`src/rtl/uart_pkg.sv`:
```
// Shared UART constants: rate-option encoding, baud table and divisor helper.
package uart_pkg;

  localparam logic [1:0] OPT_9600   = 2'b00;
  localparam logic [1:0] OPT_19200  = 2'b01;
  localparam logic [1:0] OPT_57600  = 2'b10;
  localparam logic [1:0] OPT_115200 = 2'b11;

  localparam int unsigned BAUD_9600   = 9600;
  localparam int unsigned BAUD_19200  = 19200;
  localparam int unsigned BAUD_57600  = 57600;
  localparam int unsigned BAUD_115200 = 115200;

  typedef enum logic {
    S_IDLE = 1'b0,
    S_RUN  = 1'b1
  } tick_state_e;

  // Baud rate selected by a rate option.
  function automatic int unsigned opt_to_baud(input logic [1:0] opt);
    case (opt)
      OPT_9600:   return BAUD_9600;
      OPT_19200:  return BAUD_19200;
      OPT_57600:  return BAUD_57600;
      default:    return BAUD_115200;
    endcase
  endfunction

  // Clock cycles per oversampled tick, rounded to nearest.
  function automatic int unsigned baud_div(input int unsigned clk_hz,
                                           input int unsigned baud,
                                           input int unsigned os);
    longint unsigned den;
    longint unsigned num;
    den = 64'(baud) * 64'(os);
    num = 64'(clk_hz) + den / 64'd2;
    return 32'(num / den);
  endfunction

endpackage

```
`src/rtl/baud_div_rom.sv`:
```
// Maps the active rate option to its divisor D; also guards parameter ranges.
module baud_div_rom
  import uart_pkg::*;
#(
  parameter int unsigned CLK_HZ     = 50_000_000,
  parameter int unsigned OVERSAMPLE = 16,
  parameter int unsigned CNT_W      = 16
) (
  input  logic [1:0]       i_opt,
  output logic [CNT_W-1:0] o_div
);

  localparam int unsigned D_9600   = baud_div(CLK_HZ, BAUD_9600, OVERSAMPLE);
  localparam int unsigned D_19200  = baud_div(CLK_HZ, BAUD_19200, OVERSAMPLE);
  localparam int unsigned D_57600  = baud_div(CLK_HZ, BAUD_57600, OVERSAMPLE);
  localparam int unsigned D_115200 = baud_div(CLK_HZ, BAUD_115200, OVERSAMPLE);

  localparam longint unsigned SLOW_DEN  = 64'(BAUD_9600) * 64'(OVERSAMPLE);
  localparam longint unsigned SLOW_CEIL = (64'(CLK_HZ) + SLOW_DEN - 64'd1) / SLOW_DEN;
  localparam longint unsigned CNT_LIMIT = 64'd1 << CNT_W;

  // The slowest rate must fit the counter; the fastest needs D >= 2 so
  // ticks can never land in consecutive cycles.
  if ((OVERSAMPLE < 2) || ((OVERSAMPLE & (OVERSAMPLE - 1)) != 0)) begin : g_bad_os
    $error("baud_div_rom: OVERSAMPLE must be a power of two >= 2");
  end
  if (SLOW_CEIL > CNT_LIMIT) begin : g_bad_cnt_w
    $error("baud_div_rom: CNT_W too small for 9600 b/s divisor");
  end
  if (64'(D_9600) > CNT_LIMIT) begin : g_bad_round
    $error("baud_div_rom: rounded 9600 b/s divisor exceeds CNT_W");
  end
  if (D_115200 < 2) begin : g_bad_fast
    $error("baud_div_rom: 115200 b/s divisor below 2");
  end

  // Pure lookup of the divisor for the selected rate.
  always_comb begin
    o_div = CNT_W'(D_115200);
    case (i_opt)
      OPT_9600:   o_div = CNT_W'(D_9600);
      OPT_19200:  o_div = CNT_W'(D_19200);
      OPT_57600:  o_div = CNT_W'(D_57600);
      default:    o_div = CNT_W'(D_115200);
    endcase
  end

endmodule

```
`src/rtl/baud_tick_gen.sv`:
```
// Baud tick generator: single-cycle rx/mid/tx enables plus legacy baud_clk,
// with bit-phase resync and rate changes deferred to bit boundaries.
module baud_tick_gen
  import uart_pkg::*;
#(
  parameter int unsigned CLK_HZ     = 50_000_000,
  parameter int unsigned OVERSAMPLE = 16,
  parameter int unsigned CNT_W      = 16
) (
  input  logic       sys_clk,
  input  logic       reset,
  input  logic [1:0] usr_option,
  input  logic       enable,
  input  logic       resync,
  output logic       rx_tick,
  output logic       mid_tick,
  output logic       tx_tick,
  output logic       baud_clk
);

  localparam int unsigned SUB_W = $clog2(OVERSAMPLE);
  localparam logic [SUB_W-1:0] SUB_LAST = SUB_W'(OVERSAMPLE - 1);
  localparam logic [SUB_W-1:0] SUB_MID  = SUB_W'(OVERSAMPLE / 2 - 1);

  tick_state_e      r_state;
  tick_state_e      w_state_nxt;
  logic [CNT_W-1:0] r_div_cnt;
  logic [CNT_W-1:0] w_div_nxt;
  logic [SUB_W-1:0] r_sub_cnt;
  logic [SUB_W-1:0] w_sub_nxt;
  logic [1:0]       r_active_opt;
  logic [1:0]       w_opt_nxt;
  logic             r_rx_tick, r_mid_tick, r_tx_tick, r_baud_clk;
  logic             w_rx_nxt, w_mid_nxt, w_tx_nxt, w_baud_nxt;
  logic [CNT_W-1:0] w_div;
  logic [CNT_W-1:0] w_div_last;
  logic             w_wrap;

  baud_div_rom #(
    .CLK_HZ     (CLK_HZ),
    .OVERSAMPLE (OVERSAMPLE),
    .CNT_W      (CNT_W)
  ) u_div_rom (
    .i_opt (r_active_opt),
    .o_div (w_div)
  );

  assign w_div_last = w_div - CNT_W'(1);
  assign w_wrap     = (r_div_cnt == w_div_last);

  // Next-state and next-register values; disable beats resync beats counting.
  always_comb begin
    w_state_nxt = r_state;
    w_div_nxt   = r_div_cnt + CNT_W'(1);
    w_sub_nxt   = r_sub_cnt;
    w_opt_nxt   = r_active_opt;
    w_rx_nxt    = 1'b0;
    w_mid_nxt   = 1'b0;
    w_tx_nxt    = 1'b0;
    w_baud_nxt  = r_baud_clk;

    case (r_state)
      S_IDLE:  if (enable)  w_state_nxt = S_RUN;
      S_RUN:   if (!enable) w_state_nxt = S_IDLE;
      default: w_state_nxt = S_IDLE;
    endcase

    if (!enable) begin
      w_div_nxt  = '0;
      w_sub_nxt  = '0;
      w_baud_nxt = 1'b0;
      w_opt_nxt  = usr_option;
    end else if (resync) begin
      // Restart the bit phase; any coincident wrap is swallowed.
      w_div_nxt  = '0;
      w_sub_nxt  = '0;
      w_baud_nxt = 1'b0;
      w_opt_nxt  = usr_option;
    end else if (w_wrap) begin
      w_div_nxt = '0;
      w_rx_nxt  = 1'b1;
      w_sub_nxt = (r_sub_cnt == SUB_LAST) ? '0 : r_sub_cnt + SUB_W'(1);
      if (r_sub_cnt == SUB_MID) begin
        w_mid_nxt  = 1'b1;
        w_baud_nxt = ~r_baud_clk;
      end
      if (r_sub_cnt == SUB_LAST) begin
        // Bit boundary: the only point where a new rate is adopted.
        w_tx_nxt   = 1'b1;
        w_baud_nxt = ~r_baud_clk;
        w_opt_nxt  = usr_option;
      end
    end
  end

  // State, counter and output registers with synchronous reset to IDLE.
  always_ff @(posedge sys_clk) begin
    if (reset) begin
      r_state      <= S_IDLE;
      r_div_cnt    <= '0;
      r_sub_cnt    <= '0;
      r_active_opt <= usr_option;
      r_rx_tick    <= 1'b0;
      r_mid_tick   <= 1'b0;
      r_tx_tick    <= 1'b0;
      r_baud_clk   <= 1'b0;
    end else begin
      r_state      <= w_state_nxt;
      r_div_cnt    <= w_div_nxt;
      r_sub_cnt    <= w_sub_nxt;
      r_active_opt <= w_opt_nxt;
      r_rx_tick    <= w_rx_nxt;
      r_mid_tick   <= w_mid_nxt;
      r_tx_tick    <= w_tx_nxt;
      r_baud_clk   <= w_baud_nxt;
    end
  end

  assign rx_tick  = r_rx_tick;
  assign mid_tick = r_mid_tick;
  assign tx_tick  = r_tx_tick;
  assign baud_clk = r_baud_clk;

endmodule

```
`config.mk`:
```
export PLATFORM = sky130hd
export DESIGN_NAME = baud_tick_gen
export DESIGN_NICKNAME = d
export VERILOG_FILES = /design/src/rtl/uart_pkg.sv /design/src/rtl/baud_div_rom.sv /design/src/rtl/baud_tick_gen.sv
export SDC_FILE = /design/constraint.sdc
export NUM_CORES = 1
export LEC_CHECK = 0
export ABC_AREA = 1
export CAP_MARGIN = 10
export CORE_UTILIZATION = 60
export DETAILED_ROUTE_END_ITERATION = 10
export PLACE_DENSITY = 0.79
export SKIP_LAST_GASP = 1
export SLEW_MARGIN = 20
export SYNTH_ARGS = -nofsm -noshare
export SYNTH_HDL_FRONTEND = slang
export SYNTH_HIERARCHICAL = 1
export SYNTH_SLANG_ARGS = --single-unit
```
`constraint.sdc`:
```
create_clock -name sys_clk -period 2.74 [get_ports sys_clk]
set_input_delay 0.411 -clock sys_clk [delete_from_list [all_inputs] [get_ports sys_clk]]
set_output_delay 0.411 -clock sys_clk [all_outputs]
set_load 0.02 [all_outputs]
```
---- Word level (Yosys, flattened, before mapping) ----
Index checks and enable logic that the tools add are counted.
storage, ports and cells
  memories kept ........................... 0
  bits in latches ......................... 0
  RAM bits ................................ 0
  logic and storage cells ................. 39
  ROM bits ................................ 0
  register bits after elaboration ......... 26
  output and inout port bits .............. 4
operators by class
  multiply operators ...................... 0
  reductions and logical operators ........ 7
  eq/ne operators ......................... 7
  divide/modulo/power cells ............... 0
  bitwise gates (word level) .............. 3
  add/sub/neg operators ................... 3
  shifts and indexed selects .............. 0
  $lt $le $gt $ge ......................... 0
  multiplexer cells ....................... 12
operator list
  cell                                                   count
  one-hot mux 9 bit (3 select lines)                     1
  adder 16 x 1 -> 16 bit, second input constant          1
  == test 16 bit                                         1
  subtractor 16 x 1 -> 16 bit, second input constant     1
  two-way mux 2 bit                                      5
  inequality test 4 x 2 -> 1 bit, second input constant  2
  OR reduction 4 bit                                     2
  two-way mux 1 bit                                      5
  adder 4 x 1 -> 4 bit, second input constant            1
  == test 4 x 3 -> 1 bit, second input constant          1
  == test 4 bit, second input constant                   1
  two-way mux 4 bit                                      1
  AND reduction 2 bit                                    2
  inverter 1 bit                                         3
  OR reduction 3 bit                                     1
  == test 2 x 1 -> 1 bit, second input constant          1
  == test 2 bit, second input constant                   1
  zero test 2 bit                                        1
  nonzero test 2 bit                                     1

---- Longest topological paths before layout ----
Gate-level depths: netlist of run 1.
  word-level depth ........................ 8
  depth in mapped cells ................... 18
  mapped depth without buffers ............ 18

---- Hierarchy ----
Netlist of run 1, hierarchy kept.
by module, submodules not included
  module         area each (µm²)  cells each  instances
  baud_tick_gen  1955.6           311         1
  baud_div_rom   165.2            22          1

---- Worst setup path before layout of run 1 ----
No wires, ideal clock.
  kind .................................... flip-flop to flip-flop
  start ................................... register r_active_opt[1]
  end ..................................... register r_active_opt[0], enable pin
  required time ........................... 2.443 ns
  path buffers ............................ 0
  arrival ................................. 2.146 ns
  stages on the path, launching flop included .. 16
  path slack .............................. 0.297 ns
  period minus slack after synthesis ...... 2.443 ns
  library setup time ...................... 0.297 ns
  path through ............................ edfxtp_1 inv_1 ha_1 or2_1 inv_1 ha_1 xnor2_1 nor2_1 nand2_1 nor2_1 nand3_1 nor2_1 nand3_1 nor2_1 nand3_1 nand2_1
on the way
  word-level cells in the longest chain between the ends .. 6
ends and longest elaborated chain
  element                                      RTL line              text
  start, declared                              baud_tick_gen.sv:31   logic [1:0] r_active_opt;
  start signal, assigned                       baud_tick_gen.sv:102  r_active_opt <= usr_option;
  start signal, assigned                       baud_tick_gen.sv:111  r_active_opt <= w_opt_nxt;
  == test 2 bit, or another cell as far along  baud_div_rom.sv:40    case (i_opt)
  one-hot mux 9 bit (3 select lines) *         baud_div_rom.sv:40
  named net w_div[7]                           baud_tick_gen.sv:35   logic [CNT_W-1:0] w_div;
  subtractor 16 x 1 -> 16 bit *                baud_tick_gen.sv:48   assign w_div_last = w_div - CNT_W'(1);
  == test 16 bit *                             baud_tick_gen.sv:49   assign w_wrap = (r_div_cnt == w_div_last);
  inequality test 4 x 2 -> 1 bit (no line) *   -
  AND reduction 2 bit (no line) *              -
Mark *: on every way through the listed nets, which the timed path passes. The rest lies on a longest branch.
A chain may end at the register's enable or synchronous reset.

---- Worst setup path after layout of run 1 ----
  start ................................... register r_active_opt[1]
  end ..................................... register r_mid_tick, in the netlist mid_tick
on the way
  word-level cells in the longest chain between the ends .. 6
ends and longest elaborated chain
  element                                      RTL line              text
  == test 2 bit, or another cell as far along  baud_div_rom.sv:40
  one-hot mux 9 bit (3 select lines) *         baud_div_rom.sv:40
  named net w_div[7]                           baud_tick_gen.sv:35
  subtractor 16 x 1 -> 16 bit *                baud_tick_gen.sv:48
  == test 16 bit *                             baud_tick_gen.sv:49
  inverter 1 bit (no line) *                   -
  OR reduction 4 bit (no line) *               -
  end signal, assigned                         baud_tick_gen.sv:113  r_mid_tick <= w_mid_nxt;
  end, declared                                baud_tick_gen.sv:33   logic r_rx_tick, r_mid_tick, r_tx_tick, r_baud_clk;
Marks and branches as above.

==> qor.csv, run 1 <==
stage,metric,value,unit
routing,antenna_left,0,
floorplan,die-height,61.5,um
routing,wire_per_inst,11.0,um
yosys,syn_area_per_cell,6.37,um2
routing,drcViolationCount,0,
pwr,clkPwrFrac,23.3,%
global_route,grt_pass1_vias,1741,
cells_and_area,layout.nets,359,
placed_design,placedInstanceArea,0.00222,mm2
critical_path,crit_slowest_cell,edfxtp_1,
pwr,power_frac_comb,28.2,%
yosys,netlist_area,0.00212,mm2
clock_network,cts_max_level,1,
timing,drv_slew,0,
timing,finClkSkew,0.00393,ns
floorplan,row_count,21,
global_route,grt-ovfl-total,0,
worst_hold_path,hold_class,register to register,
yosys,ys_seq_area_share,25.5,%
placed_design,port_buffers,9,
clock_network,clk_latency,0.31,ns
pwr,switching_share,32.0,%
yosys,synth-seq-cells,26,
placed_design,place_hpwl,3570,um
critical_path,cp-end-kind,register,
cells_and_area,num-fill-cells,345,
cells_and_area,fin_cells,390,
global_route,grt_pass1_wl,7050,um
timing,final.min_clock_period,2.60,ns
global_route,grt_usage,25.2,%
pwr,max-vdd-ir-drop,0.324,mV
floorplan,dieArea,0.00378,mm2
global_route,grt_max_degree,17,
pwr,p_leak,1.02,nW
routing,wirelength,4300,um
clock_network,clkTransAtPathRegs,0.14,ns
routing,viasPerCell,4.86,
pwr,total_power,0.810,mW
timing,min_period_over_period,94.7,%
cells_and_area,antennaDiodeCount,0,
floorplan,start_util,63.1,%
placed_design,gp_congestion,1.00,
pwr,power_switching,0.259,mW
clock_network,numClockSinks,26,
pwr,pwr-share-seq,48.4,%
critical_path,cp_data_arrival_time,2.83,ns
critical_path,cpPeakStageDelay,0.51,ns
clock_network,hold_buffers,0,
timing,fmax,385,MHz
floorplan,die_x,61.5,um
routing,dr.pass1.iters,5,
clock_network,cts_tree,yes,
routing,dr.first_iter.drc_count,128,
timing,hold_violations,0,
outcome,status,finished clean,
global_route,antenna_found_initial,0,
timing,timing.hold.ws,0.524,ns
clock_network,clockBufferDepth,2,
pwr,p_int,0.551,mW
timing,fin_ws,0.144,ns
yosys,synthCells,333,
pwr,power.density,353,mW/mm2
critical_path,crit_top_cell,inv_2,
critical_path,worstPathRequired,2.98,ns
floorplan,ioPinCount,10,
placed_design,pre_cts_slack,0.0641,ns
job,drv_cap,0,
critical_path,path_class,register to register,
yosys,yosys_warnings,6,
cells_and_area,finalInstanceArea,0.00229,mm2
cells_and_area,area_delta_synth_final,8.14,%
routing,dr_total_vias,1896,
yosys,ys_types,29,
floorplan,core-area,0.00336,mm2
clock_network,cts_root_buf,clkbuf_4,
placed_design,placedCellCount,385,
cells_and_area,drive_gt1_share,8.72,%
critical_path,worstPathMaxFanout,6,
clock_network,cts_buffers,3,
critical_path,crit_path_start_kind,register,
timing,finalSetupViolCount,0,
critical_path,path_cells,"inv_2, ha_4, or2_4, inv_2, ha_1, xnor2_1, nor2_1, buf_4, nand4_1, nor3_2, nand2_2, nor3_1",
cell type report:
cell class	count	area, um2	area share [%]
Multi-Input combinational cell	260	1390	60.6
Sequential cell	26	541	23.6
Inverter	42	158	6.87
Timing Repair Buffer	12	113	4.91
Tap cell	46	57.6	2.51
Clock buffer	4	36.3	1.58
power by group through the flow:
stage                     logic, mW  registers (mW)  clock network, mW
after floorplan               0.181           0.398                  0
after global placement        0.210           0.398                  0
after detailed placement      0.210           0.399                  0
after CTS                     0.211           0.391              0.193
after global routing          0.261           0.393              0.206
final                         0.229           0.393              0.189
kinds of logic after synthesis:
group | Yosys count | share of synthesized area (%)
and+or+nand+nor | 206 | 44.4
buffers and inverters | 53 | 11.4
DFF | 26 | 25.5
xor gates and xnor gates | 25 | 10.3
AOI/OAI and AO/OA | 13 | 3.30
adders and majority gates | 8 | 4.72
other | 2 | 0.354
timing repair:
item                       CTS  global route
resized for setup            0             7
setup buffers                0             1
setup endpoints to repair    0            18
hold endpoints to repair     0             0
Yosys cell counts (all sizes together):
cell,n,area share [%]
nand3,29,6.8
nand3b,5,1.8
dfxtp,24,23
inv,42,7.4
xor2,13,5.4
or2,4,1.2
nor2,64,14
edfxtp,2,2.8
buf,10,3.7
nand4,7,2.1
nand2,91,17
a21oi,6,1.4
o21bai,1,0.35
and2,1,0.30
o21ai,5,1.2
conb,2,0.35
clkbuf,1,0.24
a21boi,1,0.35
ha,8,4.7
xnor2,12,5.0
nor3,5,1.4
placed cells by master (no fill, tap or decap), drive strengths merged:
master / Yosys / routed
a21oi: 6 / 6
and2: 1 / 1
nor2: 64 / 64
nand4: 7 / 7
nand3b: 5 / 5
or2: 4 / 4
clkbuf: 1 / 4
edfxtp: 2 / 2
o21ai: 5 / 5
xnor2: 12 / 12
clkdlybuf4s50: 0 / 9
buf: 10 / 3
dfxtp: 24 / 24
xor2: 13 / 13
nor3: 5 / 5
ha: 8 / 8
inv: 42 / 42
nand3: 29 / 29
o21bai: 1 / 1
a21boi: 1 / 1
conb: 2 / 8
nand2: 91 / 91
path summary, 6_finish.rpt:
kind,to,cells past startpoint,slack (ns),from
worst max-delay path,mid_tick$_SDFF_PP0_,12,0.14,r_active_opt[1]$_DFFE_PP_
worst max register to register,mid_tick$_SDFF_PP0_,12,0.14,r_active_opt[1]$_DFFE_PP_
worst min-delay path,r_div_cnt[0]$_SDFF_PP0_,1,0.52,r_div_cnt[0]$_SDFF_PP0_
worst min register to register,r_div_cnt[0]$_SDFF_PP0_,1,0.52,r_div_cnt[0]$_SDFF_PP0_
per-layer routing:
metal	share of wire, %	wire length [um]	GRT usage [%]
met1	50	2170	33.0
met2	44	1890	43.6
met3	3.7	157	2.73
met4	1.8	78	7.30
met5	0	0	0
state kept, by name (all words and copies together), names as in the netlist:
signal	flops
mid_tick	1
r_div_cnt	16
r_sub_cnt	4
r_active_opt	2
tx_tick	1
baud_clk	1
rx_tick	1
worst max-delay path, delay by kind of cell (launching register included):
family                     cells  cell delay, ns
and+or+nand+nor                6            1.10
DFF                            1            0.51
adders and majority gates      2            0.46
buffers and inverters          3            0.33
xor gates and xnor gates       1            0.13
metrics by stage:
| stage | util [%] | setup TNS [ns] |
|---|---|---|
| 3_5_place_dp | 66.1 | 0 |
| 6_report | 68.2 | 0 |
| 5_1_grt | 68.2 | -0.108 |
| 2_1_floorplan | - | 0 |
| 3_3_place_gp | 66.1 | 0 |
| 4_1_cts | 67.2 | 0 |
No activity file was read; power rests on OpenSTA's default activity.
==> inputs of run 2 (changes only) <==
- GPL_TIMING_DRIVEN: not set -> 0
- REMOVE_ABC_BUFFERS: not set -> 1
==> qor.csv, run 2 (synthesized netlist as in run 1, its figures left out) <==
stage,metric,value,unit
timing,timing.hold.ws,0.507,ns
clock_network,cts_buffers,3,
outcome,status,finished clean,
critical_path,rr_startpoint,r_active_opt[0]$_DFFE_PP_,
routing,viasPerCell,4.87,
job,drv_cap,0,
worst_hold_path,hold_class,register to register,
cells_and_area,finalInstanceArea,0.00232,mm2
critical_path,cp_data_arrival_time,2.65,ns
floorplan,ioPinCount,10,
cells_and_area,layout.nets,359,
clock_network,cts_tree,yes,
cells_and_area,largest_register_ffs,16,
critical_path,cp-end-kind,register,
global_route,grt_pass1_wl,6490,um
cells_and_area,largest_register,r_div_cnt,
cells_and_area,num-fill-cells,313,
critical_path,crit_path_start_kind,register,
routing,antenna_left,0,
pwr,pwr-share-seq,49.6,%
pwr,clkPwrFrac,20.3,%
global_route,grt_max_degree,17,
critical_path,worstPathRequired,2.80,ns
worst_hold_path,hold_start,r_div_cnt[0]$_SDFF_PP0_,
pwr,power.density,340,mW/mm2
floorplan,start_util,63.1,%
routing,dr.first_iter.drc_count,142,
cells_and_area,seq_area,541,um2
floorplan,core-area,0.00336,mm2
pwr,p_leak,1.02,nW
routing,dr.pass1.iters,7,
routing,drcViolationCount,0,
placed_design,gp_congestion,0.925,
floorplan,dieArea,0.00378,mm2
clock_network,clkTransAtPathRegs,0.14,ns
clock_network,cts_root_buf,clkbuf_4,
global_route,grt-ovfl-total,0,
pwr,power_switching,0.261,mW
timing,hold_violations,0,
clock_network,cts_max_level,1,
pwr,power_frac_comb,30.1,%
timing,fmax,386,MHz
cells_and_area,mostFrequentLayoutCells,"nand2_1 (84), nor2_1 (53), inv_1 (40), nand3_1 (29), dfxtp_1 (24)",
placed_design,port_buffers,9,
clock_network,clk_latency,0.31,ns
timing,drv_slew,0,
clock_network,numClockSinks,26,
cells_and_area,area_delta_synth_final,9.20,%
cells_and_area,drive_gt1_share,9.88,%
global_route,grt_pass1_vias,1558,
routing,dr_total_vias,1899,
pwr,p_int,0.527,mW
critical_path,crit_path_start,r_active_opt[0]$_DFFE_PP_,
cells_and_area,multi_input_area,0.00142,mm2
critical_path,path_class,register to register,
placed_design,place_hpwl,3300,um
placed_design,placedInstanceArea,0.00221,mm2
routing,wirelength,4090,um
global_route,grt_usage,23.1,%
clock_network,clockBufferDepth,2,
pwr,switching_share,33.1,%
cells_and_area,mostFrequentLayoutCell,nand2_1,
timing,finClkSkew,0.0143,ns
pwr,total_power,0.788,mW
cells_and_area,antennaDiodeCount,0,
timing,min_period_over_period,94.5,%
clock_network,hold_buffers,0,
floorplan,die_x,61.5,um
floorplan,die-height,61.5,um
floorplan,row_count,21,
cells_and_area,postLayoutCoreUtil,68.9,%
global_route,antenna_found_initial,0,
timing,finalSetupViolCount,0,
pwr,max-vdd-ir-drop,0.263,mV
critical_path,worstPathMaxFanout,6,
cells_and_area,top_regs,"r_div_cnt (16), r_sub_cnt (4), r_active_opt (2)",
timing,final.min_clock_period,2.59,ns
routing,wire_per_inst,10.5,um
run 2: routing by layer:
layer,share of wire [%],vias to the layer above,global-route usage [%]
met5,0,-,0
met4,0.59,0,4.76
met3,6.0,2,2.52
met2,45,38,37.9
met1,49,824,32.9
li1,-,1035,-
run 2: path summary, 6_finish.rpt:
check / end / slack [ns] / cells after the start
setup / recovery: r_active_opt[0]$_DFFE_PP_ / 0.15 / 15
hold / removal: r_div_cnt[0]$_SDFF_PP0_ / 0.51 / 1
setup reg to reg: r_active_opt[0]$_DFFE_PP_ / 0.15 / 15
hold reg to reg: r_div_cnt[0]$_SDFF_PP0_ / 0.51 / 1
run 2: stage by stage:
step / TNS [ns] / worst slack [ns] / instances
final: 0 / 0.152 / 390
after global routing: -0.0121 / -0.00604 / 390
after CTS: 0 / 0.00826 / 388
after detailed placement: -0.161 / -0.0807 / 383
after global placement: -0.113 / -0.0568 / 383
after floorplan: 0 / 0.297 / 328
run 2: cell type report:
type / instances / area share, %
clock buffers: 3 / 0.972
inverters: 42 / 6.81
flip-flops and latches: 26 / 23.3
repair buffers: 12 / 5.02
well taps: 46 / 2.49
clock inverters: 1 / 0.162
multi-input cells: 260 / 61.2
run 2: worst max-delay path, cell delays in order, from the launching register on:
cell      delay [ns]
edfxtp_1        0.46
buf_4           0.18
ha_4            0.18
or2_4           0.27
inv_2           0.12
ha_4            0.15
xnor2_1         0.05
nor2_1          0.16
nand2_1         0.07
nor2_1          0.10
nand3_1         0.08
nor2_1          0.08
nand3_1         0.08
nor2_2          0.13
nand3_1         0.11
nand2_2         0.09
run 2: power groups by stage:
stage / sequential (mW) / combinational (mW) / clock, mW
detailed placement: 0.399 / 0.203 / 0
global placement: 0.399 / 0.201 / 0
global route: 0.392 / 0.266 / 0.179
floorplan: 0.398 / 0.169 / 0
CTS: 0.391 / 0.209 / 0.166
finish: 0.391 / 0.237 / 0.160
run 2: what timing repair did:
action / 4_1_cts / 5_1_grt
setup endpoints to repair: 2 / 24
pin swaps: 0 / 3
setup buffers: 1 / 2
resized for setup: 3 / 11
==> inputs of run 3 (changes only) <==
- CORE_MARGIN: not set -> 2
==> qor.csv, run 3 (synthesized netlist as in run 1, its figures left out) <==
stage,metric,value,unit
cells_and_area,top_regs,"r_div_cnt (16), r_sub_cnt (4), r_active_opt (2)",
timing,fin_ws,0.171,ns
global_route,grt_pass1_vias,1753,
placed_design,gp_congestion,0.888,
pwr,max-vdd-ir-drop,0.271,mV
critical_path,worstPathMaxFanout,5,
routing,drcViolationCount,0,
pwr,switching_share,30.4,%
pwr,pwr-share-seq,43.7,%
placed_design,pre_cts_slack,-0.153,ns
critical_path,path_class,register to register,
routing,dr.pass1.iters,6,
pwr,p_leak,1.02,nW
global_route,antenna_found_initial,0,
clock_network,clk_latency,0.34,ns
placed_design,place_hpwl,3330,um
timing,min_period_over_period,93.8,%
cells_and_area,area_delta_synth_final,9.97,%
floorplan,start_util,63.1,%
critical_path,worst-r2r-setup-slack,0.17,ns
cells_and_area,largest_register_ffs,16,
worst_hold_path,hold_start,r_sub_cnt[3]$_SDFFE_PP0P_,
routing,dr.first_iter.drc_count,111,
global_route,top_usage_layer,met2,
clock_network,cts_root_buf,clkbuf_4,
global_route,grt_max_degree,17,
routing,wirelength,4280,um
worst_hold_path,min_to,r_sub_cnt[3]$_SDFFE_PP0P_,
clock_network,hold_buffers,0,
timing,hold_violations,0,
worst_hold_path,hold_path_depth,2,
routing,dr_total_vias,1923,
cells_and_area,multi_input_area,0.00141,mm2
pwr,power_frac_comb,26.5,%
cells_and_area,mostFrequentLayoutCells,"nand2_1 (84), nor2_1 (54), inv_1 (41), nand3_1 (29), dfxtp_1 (24)",
outcome,status,finished clean,
worst_hold_path,hold_class,register to register,
clock_network,clkTransAtPathRegs,0.16,ns
floorplan,die-height,63.5,um
global_route,use_met1,31.0,%
global_route,grt-ovfl-total,0,
critical_path,cp-end-kind,register,
timing,final.min_clock_period,2.57,ns
routing,wire_per_inst,11.0,um
placed_design,port_buffers,9,
pwr,total_power,0.895,mW
floorplan,row_count,21,
pwr,power.density,384,mW/mm2
pwr,p_int,0.623,mW
job,drv_cap,0,
clock_network,cts_tree,yes,
routing,antenna_left,0,
critical_path,crit_path_start_kind,register,
cells_and_area,seq_area,541,um2
critical_path,cp_data_arrival_time,2.65,ns
routing,viasPerCell,4.93,
clock_network,cts_buffers,3,
pwr,power_switching,0.272,mW
cells_and_area,layout.nets,359,
critical_path,rr_startpoint,r_active_opt[1]$_DFFE_PP_,
critical_path,rr_worst_depth,14,
clock_network,numClockSinks,26,
timing,drv_slew,0,
timing,grt_setup_unrepaired,true,
floorplan,dieArea,0.00403,mm2
global_route,grt_use_met3,2.86,%
cells_and_area,mostFrequentLayoutCell,nand2_1,
floorplan,ioPinCount,10,
global_route,grt_pass1_wl,7440,um
global_route,use_met2,38.9,%
floorplan,die_x,63.5,um
floorplan,core-area,0.00336,mm2
clock_network,cts_max_level,1,
pwr,clkPwrFrac,29.9,%
critical_path,worstPathRequired,2.82,ns
cells_and_area,drive_gt1_share,9.59,%
cells_and_area,num-fill-cells,293,
cells_and_area,antennaDiodeCount,0,
critical_path,reg2reg_to,r_active_opt[1]$_DFFE_PP_,
cells_and_area,largest_register,r_div_cnt,
clock_network,clockBufferDepth,2,
timing,fmax,389,MHz
cells_and_area,postLayoutCoreUtil,69.3,%
timing,finalSetupViolCount,0,
timing,finClkSkew,0.0276,ns
global_route,grt_usage,23.4,%
==> run 3: final cells by class <==
cell class | count | area share, %
multi-input cells | 260 | 60.4
flip-flops and latches | 26 | 23.2
inverters | 42 | 6.87
repair buffers | 12 | 4.83
well taps | 46 | 2.47
clock inverters | 1 | 1.29
clock buffers | 3 | 0.966
==> run 3: metal layers <==
layer	up-vias	share of wire (%)	routed length [um]
met4	0	2.3	97
met5	-	0	0
met2	35	45	1940
li1	1047	-	-
met1	829	49	2090
met3	12	3.7	159
==> run 3: how the worst max path moves through the flow <==
stage / from / end / slack (ns) / depth (start not counted)
5_1_grt: r_active_opt[0]$_DFFE_PP_ / r_sub_cnt[1]$_SDFFE_PP0P_ / -0.04 / 14
2_1_floorplan: r_active_opt[1]$_DFFE_PP_ / r_active_opt[0]$_DFFE_PP_ / 0.30 / 15
3_3_place_gp: r_active_opt[1]$_DFFE_PP_ / r_active_opt[0]$_DFFE_PP_ / -0.08 / 15
3_5_place_dp: r_active_opt[1]$_DFFE_PP_ / r_active_opt[1]$_DFFE_PP_ / -0.15 / 15
6_report: r_active_opt[1]$_DFFE_PP_ / r_active_opt[1]$_DFFE_PP_ / 0.17 / 14
4_1_cts: r_active_opt[0]$_DFFE_PP_ / r_active_opt[1]$_DFFE_PP_ / 0.03 / 12
==> run 3: worst max-delay path: stages (launching register included) <==
cell,delay [ns]
edfxtp_1,0.44
buf_4,0.17
buf_4,0.13
ha_1,0.20
or2_1,0.35
xor2_1,0.19
nand2_1,0.08
nand2_1,0.06
nor2_1,0.12
nand3_1,0.08
nor2_1,0.08
nand3_1,0.07
nor2_1,0.13
nand3_1,0.12
nand2_2,0.10
==> run 3: power by group through the flow <==
| stage | registers [mW] | clock network, mW | logic (mW) |
|---|---|---|---|
| after CTS | 0.391 | 0.272 | 0.216 |
| after floorplan | 0.398 | 0 | 0.169 |
| after global placement | 0.399 | 0 | 0.201 |
| after detailed placement | 0.399 | 0 | 0.204 |
| final | 0.391 | 0.267 | 0.237 |
| after global routing | 0.392 | 0.288 | 0.270 |
==> run 3: through the flow <==
stage          setup TNS [ns]  area [um2]  cells  hold WS [ns]
2_1_floorplan               0        2060    328         0.440
3_3_place_gp           -0.159        2210    383         0.468
3_5_place_dp           -0.306        2210    383         0.487
4_1_cts                     0        2300    389         0.522
5_1_grt               -0.0955        2330    390         0.566
6_report                    0        2330    390         0.522
==> run 3: repair_timing <==
item                                    in CTS  in global routing
setup buffers                                2                  1
resized for setup                            5                  6
endpoints found under the setup margin       3                 25
pin swaps                                    0                  2
